--- config.mk ---
export PLATFORM = sky130hd
export DESIGN_NAME = wb_mem_responder
export DESIGN_NICKNAME = d
export VERILOG_FILES = /design/src/rtl/wb_mem_responder_pkg.sv /design/src/rtl/wb_resp_mem.sv /design/src/rtl/wb_mem_responder.sv
export SDC_FILE = /design/constraint.sdc
export NUM_CORES = 2
export LEC_CHECK = 0
export ABC_AREA = 1
export CAP_MARGIN = 20
export CELL_PAD_IN_SITES_DETAIL_PLACEMENT = 1
export CELL_PAD_IN_SITES_GLOBAL_PLACEMENT = 2
export CORE_UTILIZATION = 28
export DETAILED_ROUTE_END_ITERATION = 10
export PLACE_DENSITY_LB_ADDON = 0.05
export SLEW_MARGIN = 20
export SYNTH_ARGS = -nofsm -noshare
export SYNTH_HDL_FRONTEND = slang
export SYNTH_SLANG_ARGS = --single-unit
--- constraint.sdc ---
create_clock -name clk_i -period 4.7 [get_ports clk_i]
set_input_delay 1.41 -clock clk_i [delete_from_list [all_inputs] [get_ports clk_i]]
set_output_delay 1.41 -clock clk_i [all_outputs]
set_load 0.02 [all_outputs]
--- src/rtl/wb_mem_responder_pkg.sv ---
// Shared types and constants for the Wishbone memory responder.
// The FSM state type is exported so that checkers can bind to it.
package wb_mem_responder_pkg;

  typedef enum logic [1:0] {IDLE, WAIT, RESP, DONE} resp_state_t;

  localparam int WB_SEL_W = 4;
  localparam int WB_DAT_W = 32;

  function automatic int idx_width(input int depth_words);
    return $clog2(depth_words);
  endfunction

endpackage

--- src/rtl/wb_resp_mem.sv ---
// Byte-enable register array behind the responder.
// Reads are combinational; writes and the reset clear happen on the clock edge.
module wb_resp_mem
  import wb_mem_responder_pkg::*;
#(
  parameter int DEPTH_WORDS = 64,
  parameter int IDX_W       = 6
) (
  input  logic                clk_i,
  input  logic                rst_i,
  input  logic                we,
  input  logic [WB_SEL_W-1:0] be,
  input  logic [IDX_W-1:0]    idx,
  input  logic [WB_DAT_W-1:0] wdata,
  output logic [WB_DAT_W-1:0] rdata
);

  logic [WB_DAT_W-1:0] mem [DEPTH_WORDS];

  always_ff @(posedge clk_i) begin
    if (rst_i) begin
      for (int i = 0; i < DEPTH_WORDS; i++) begin
        mem[i] <= '0;
      end
    end else if (we) begin
      for (int b = 0; b < WB_SEL_W; b++) begin
        if (be[b]) begin
          mem[idx][8*b +: 8] <= wdata[8*b +: 8];
        end
      end
    end
  end

  assign rdata = mem[idx];

endmodule

--- src/rtl/wb_mem_responder.sv ---
// Wishbone classic (B4) slave backed by a small word memory, with
// configurable wait states and error termination for unmapped addresses.
module wb_mem_responder
  import wb_mem_responder_pkg::*;
#(
  parameter logic [31:0] ADDR_BASE   = 32'h3000_0000,
  parameter int          DEPTH_WORDS = 64,
  parameter int          WAIT_STATES = 1
) (
  input  logic                clk_i,
  input  logic                rst_i,
  input  logic [31:0]         adr_i,
  input  logic [WB_DAT_W-1:0] dat_i,
  input  logic [WB_SEL_W-1:0] sel_i,
  input  logic                we_i,
  input  logic                cyc_i,
  input  logic                stb_i,
  output logic                ack_o,
  output logic                err_o,
  output logic [WB_DAT_W-1:0] dat_o,
  output logic                busy_o,
  output logic [15:0]         wr_count_o,
  output resp_state_t         state_o
);

  localparam int          IDX_W     = idx_width(DEPTH_WORDS);
  localparam logic [31:0] SPAN      = 32'(4 * DEPTH_WORDS);
  localparam logic [2:0]  WAIT_LOAD = (WAIT_STATES > 0) ? 3'(WAIT_STATES - 1) : 3'd0;

  // Handshake: a request is offered while cyc_i & stb_i are high and is taken
  // in IDLE; it completes with exactly one ack_o or err_o pulse, after which
  // DONE ignores stb_i for one cycle so a late-dropping master is not re-served.
  resp_state_t         state_q, state_d;
  logic [31:0]         adr_q;
  logic [WB_DAT_W-1:0] dat_q;
  logic [WB_SEL_W-1:0] sel_q;
  logic                we_q;
  logic [2:0]          wait_q;
  logic [WB_DAT_W-1:0] rd_q;
  logic [15:0]         wr_cnt_q;

  logic                req, enter_resp, commit;
  logic [31:0]         cur_adr, offset;
  logic [WB_DAT_W-1:0] cur_dat, mem_rdata;
  logic [WB_SEL_W-1:0] cur_sel;
  logic                cur_we, cur_hit;

  assign req = cyc_i & stb_i;

  // In IDLE the request is still on the bus; afterwards only the latched copy counts.
  assign cur_adr = (state_q == IDLE) ? adr_i : adr_q;
  assign cur_dat = (state_q == IDLE) ? dat_i : dat_q;
  assign cur_sel = (state_q == IDLE) ? sel_i : sel_q;
  assign cur_we  = (state_q == IDLE) ? we_i  : we_q;

  assign offset  = cur_adr - ADDR_BASE;
  assign cur_hit = (cur_adr[1:0] == 2'b00) && (cur_adr >= ADDR_BASE) && (offset < SPAN);
  assign commit  = enter_resp & cur_hit & cur_we;

  always_comb begin
    state_d    = state_q;
    enter_resp = 1'b0;
    ack_o      = 1'b0;
    err_o      = 1'b0;
    busy_o     = 1'b0;
    unique case (state_q)
      IDLE: begin
        if (req) begin
          if (WAIT_STATES == 0) begin
            state_d    = RESP;
            enter_resp = 1'b1;
          end else begin
            state_d = WAIT;
          end
        end
      end
      WAIT: begin
        busy_o = 1'b1;
        if (!req) begin
          state_d = IDLE;
        end else if (wait_q == 3'd0) begin
          state_d    = RESP;
          enter_resp = 1'b1;
        end
      end
      RESP: begin
        busy_o  = 1'b1;
        ack_o   = cur_hit;
        err_o   = ~cur_hit;
        state_d = DONE;
      end
      DONE: state_d = IDLE;
      default: state_d = IDLE;
    endcase
  end

  always_ff @(posedge clk_i) begin
    if (rst_i) begin
      state_q  <= IDLE;
      adr_q    <= '0;
      dat_q    <= '0;
      sel_q    <= '0;
      we_q     <= 1'b0;
      wait_q   <= '0;
      rd_q     <= '0;
      wr_cnt_q <= '0;
    end else begin
      state_q <= state_d;
      if (state_q == IDLE && req) begin
        adr_q  <= adr_i;
        dat_q  <= dat_i;
        sel_q  <= sel_i;
        we_q   <= we_i;
        wait_q <= WAIT_LOAD;
      end else if (state_q == WAIT && wait_q != 3'd0) begin
        wait_q <= wait_q - 3'd1;
      end
      // Only non-zero during RESP, so dat_o never shows stale data.
      rd_q <= (enter_resp && cur_hit && !cur_we) ? mem_rdata : '0;
      if (commit) begin
        wr_cnt_q <= wr_cnt_q + 16'd1;
      end
    end
  end

  wb_resp_mem #(
    .DEPTH_WORDS(DEPTH_WORDS),
    .IDX_W      (IDX_W)
  ) u_mem (
    .clk_i(clk_i),
    .rst_i(rst_i),
    .we   (commit),
    .be   (cur_sel),
    .idx  (offset[IDX_W+1:2]),
    .wdata(cur_dat),
    .rdata(mem_rdata)
  );

  assign dat_o      = rd_q;
  assign wr_count_o = wr_cnt_q;
  assign state_o    = state_q;

endmodule
==> results.py <==
metrics = {
    "floorplanning": {
        "design.core.area_um2": 372000,
        "io_pins": 126,
        "dieArea_um2": 377000,
        "row_count": 224,
        "die_w_um": 614,
        "initial_core_util_pct": 28.2,
        "fp.dieH_um": 614,
    },
    "placed_design": {
        "place_congestion": 0.793,
        "dp.cells": 16975,
        "dp_hpwl_um": 292000,
        "dp_slack_ns": -0.190,
        "placed_area_um2": 117000,
        "io_buffers": 125,
    },
    "yosys": {
        "synth_ff_type": "edfxtp_1",
        "synth_edf_count": 2048,
        "synth-warning-count": 0,
        "synth_top_area_cell": "edfxtp_1",
        "syn-cell-area_um2": 105000,
        "synth_nets": 12059,
        "seq_area_frac_synth_pct": 61.0,
        "synth-seq-cells": 2170,
        "synthCells": 11980,
        "synth_cell_types": 36,
        "synth.avg_cell_area_um2": 8.75,
        "synth_top_area_share_pct": 58.6,
        "synthArstFlopShare_pct": 0,
        "yosys-top-cells-area": "edfxtp_1, nand2_1, nor2_1",
    },
    "global_routing": {
        "grt_pass1_vias": 87526,
        "gr-total-overflow": 0,
        "grt_pass1_wl_um": 624000,
        "grt_max_degree": 102,
        "grt_use_total_pct": 22.7,
        "antenna_found_initial": 10,
    },
    "worst_setup_path": {
        "end_kind": "output pin",
        "path_max_fanout": 3,
        "crit_chain": "clkdlybuf4s50_1, nor2_1, nand3_1, nand2_1, nand3_1, nor2_2, nand2_1, nor2_1, dlygate4sd2_1",
        "worst_setup_path_start_kind": "input port",
        "cp.depth": 9,
        "r2r-start": "state_o[0]$_SDFFE_PP0P_",
        "cp.arrival_ns": 2.95,
        "r2r_slack_ns": 0.56,
        "r2r_cells": 12,
        "crit_type": "in -> out",
        "path_buf_inv": 2,
        "critPathRequiredTime_ns": 3.29,
        "r2r-end": "u_mem.mem[17][18]$_SDFFCE_PN0P_",
        "crit_slowest_cell": "clkdlybuf4s50_1",
        "cp_top_family": "buffers and inverters",
        "critPathMaxStageDelay_ns": 0.42,
    },
    "layout": {
        "syn2layout_area_growth_pct": 20.5,
        "layout_commonest_cell": "nand2_1",
        "final_cell_mix": "nand2_1, nor2_1, edfxtp_1",
        "nets": 12370,
        "drive_gt1_share_pct": 11.7,
        "final_cell_area_um2": 126000,
        "final_cells": 17491,
    },
    "outcome": {
        "status": "complete, but fails checks",
        "violations": "design-rule violations",
    },
    "min_path": {
        "min-delay-start": "adr_q[15]$_SDFFE_PP0P_",
        "hold_path_depth": 2,
        "hold_path.class": "reg -> reg",
        "min_to": "adr_q[15]$_SDFFE_PP0P_",
    },
    "sta": {
        "slew_viol_final": 0,
        "worst_pin_slew_ns": 1.05,
        "fmax_mhz": 229,
        "hold_viol_final": 0,
        "finalWorstSetupSlack_ns": 0.335,
        "post-route-min-period_ns": 4.36,
        "finalClockSkew_ns": 0.0288,
        "setup_viol": 0,
        "worst_hold_slack_ns": 0.466,
        "relSlewSlack_pct": 29.5,
        "min_period_over_period_pct": 92.9,
        "rsz0062_at_grt": "false",
    },
    "cts": {
        "cts_buffers": 282,
        "cts.sinks": 2170,
        "cts_tree": "done",
        "cts.clk_slew.worst_paths_ns": 0.06,
        "clk_path_buf_depth": 4,
        "cts-root-buf": "clkbuf_16",
        "h-tree-depth": 5,
        "insertion_delay_ns": 0.91,
    },
    "drt": {
        "vias": 82284,
        "wl_per_cell_um": 24.7,
        "viasPerCell": 4.70,
        "drt_iter0_drc": 5075,
        "ant_nets": 0,
        "drt-total-wl_um": 431000,
        "first_pass_iters": 10,
        "drc": 3,
    },
    "pwr": {
        "ir_worst_vdd_uv": 454,
        "p_per_area_nw_per_um2": 526,
        "leakagePower_uw": 0.0538,
    },
    "flow_run": {
        "cap_violations": 0,
    },
}
state kept, by name, indices dropped and copies added (netlist names), named ones only:
name        flops
dat_o          32
we_q            1
adr_q          32
wr_count_o     16
dat_q          32
sel_q           4
u_mem.mem    2048
state_o         1
wait_q          3
where the power goes:
group,leakage [µW],switching [µW],total [µW],internal [µW]
sequential,0.0221,206,22000,21700
clock,0.00446,8830,21800,13000
combinational,0.0272,17400,22600,5180
total,0.0538,26500,66400,40000
layout make-up:
class / count / area (µm²)
Antenna cell: 6 / 15.0
Clock buffer: 369 / 7710
Inverter: 94 / 393
Multi-Input combinational cell: 8947 / 37900
Tap cell: 4972 / 6220
Timing Repair Buffer: 796 / 8750
Sequential cell: 2170 / 63900
Fill cell: 42706 / 246000
Clock inverter: 137 / 1390
metal layers:
| metal | track usage [%] | part of all wire [%] | up-vias |
|---|---|---|---|
| li1 | - | - | 39104 |
| met1 | 30.2 | 46 | 41586 |
| met2 | 39.6 | 49 | 1121 |
| met3 | 1.99 | 2.9 | 473 |
| met4 | 5.76 | 2.7 | 0 |
| met5 | 0 | 0 | - |
how the worst max path moves through the flow:
stage	startpoint	slack (ns)	end
floorplan	adr_i[30]	1.02	ack_o
global placement	adr_i[30]	-0.15	ack_o
detailed placement	adr_i[7]	-0.19	u_mem.mem[17][20]$_SDFFCE_PN0P_
CTS	adr_i[30]	0.002	err_o
global route	adr_i[9]	0.20	ack_o
finish	adr_i[9]	0.34	ack_o
timing repair:
| action | 4_1_cts | 5_1_grt |
|---|---|---|
| hold buffers | 0 | 0 |
| pin swaps | 0 | 1 |
| setup buffers | 0 | 4 |
| setup endpoints to repair | 2 | 1 |
| gates resized for setup | 3 | 3 |
synth_stat cells (2+ instances only):
library cell / count
nor3_1: 9
inv_4: 3
buf_1: 41
o21ai_4: 3
nand3_2: 147
ha_1: 6
a21oi_1: 68
xor2_1: 2
clkbuf_1: 655
o21ai_1: 35
xnor2_1: 2
nor3_4: 8
nand3_1: 383
nand3_4: 116
nor2_4: 35
buf_6: 16
nor2_2: 30
inv_2: 10
nand3b_1: 3
or2_1: 4
nand2_1: 5807
buf_2: 42
nor2_1: 2195
dfxtp_1: 122
clkinv_1: 2
inv_1: 79
o21ai_2: 2
a221oi_1: 2
edfxtp_1: 2048
buf_4: 15
nand4_1: 13
o21ai_0: 73
cells by family after synthesis:
group / Yosys count / share of synthesized area, %
buffers and inverters: 863 / 3.31
adders and majority gates: 6 / 0.0716
xor gates and xnor gates: 4 / 0.0334
DFF: 2170 / 61.0
and+or+nand+nor: 8753 / 34.7
AOI/OAI and AO/OA: 184 / 0.926
worst reg2reg max path, cell delays in order, from the launching register on:
cell	delay, ns
dfxtp_1	0.41
inv_1	0.12
ha_4	0.23
inv_8	0.16
buf_4	0.41
nand2_8	0.36
nand2_4	0.42
buf_12	0.19
nand3_4	0.25
nor2_4	0.49
buf_12	0.24
nand3_4	0.18
nand2_1	0.34
through the flow:
step / setup TNS (ns) / total power [µW] / util, %
finish: 0 / 66400 / 33.9
global route: 0 / 69500 / 33.9
CTS: 0 / 67700 / 33.9
detailed placement: -6.17 / 45600 / 31.5
global placement: -2.12 / 45500 / 31.5
floorplan: 0 / 33400 / -
No activity file was read; power rests on OpenSTA's default activity.
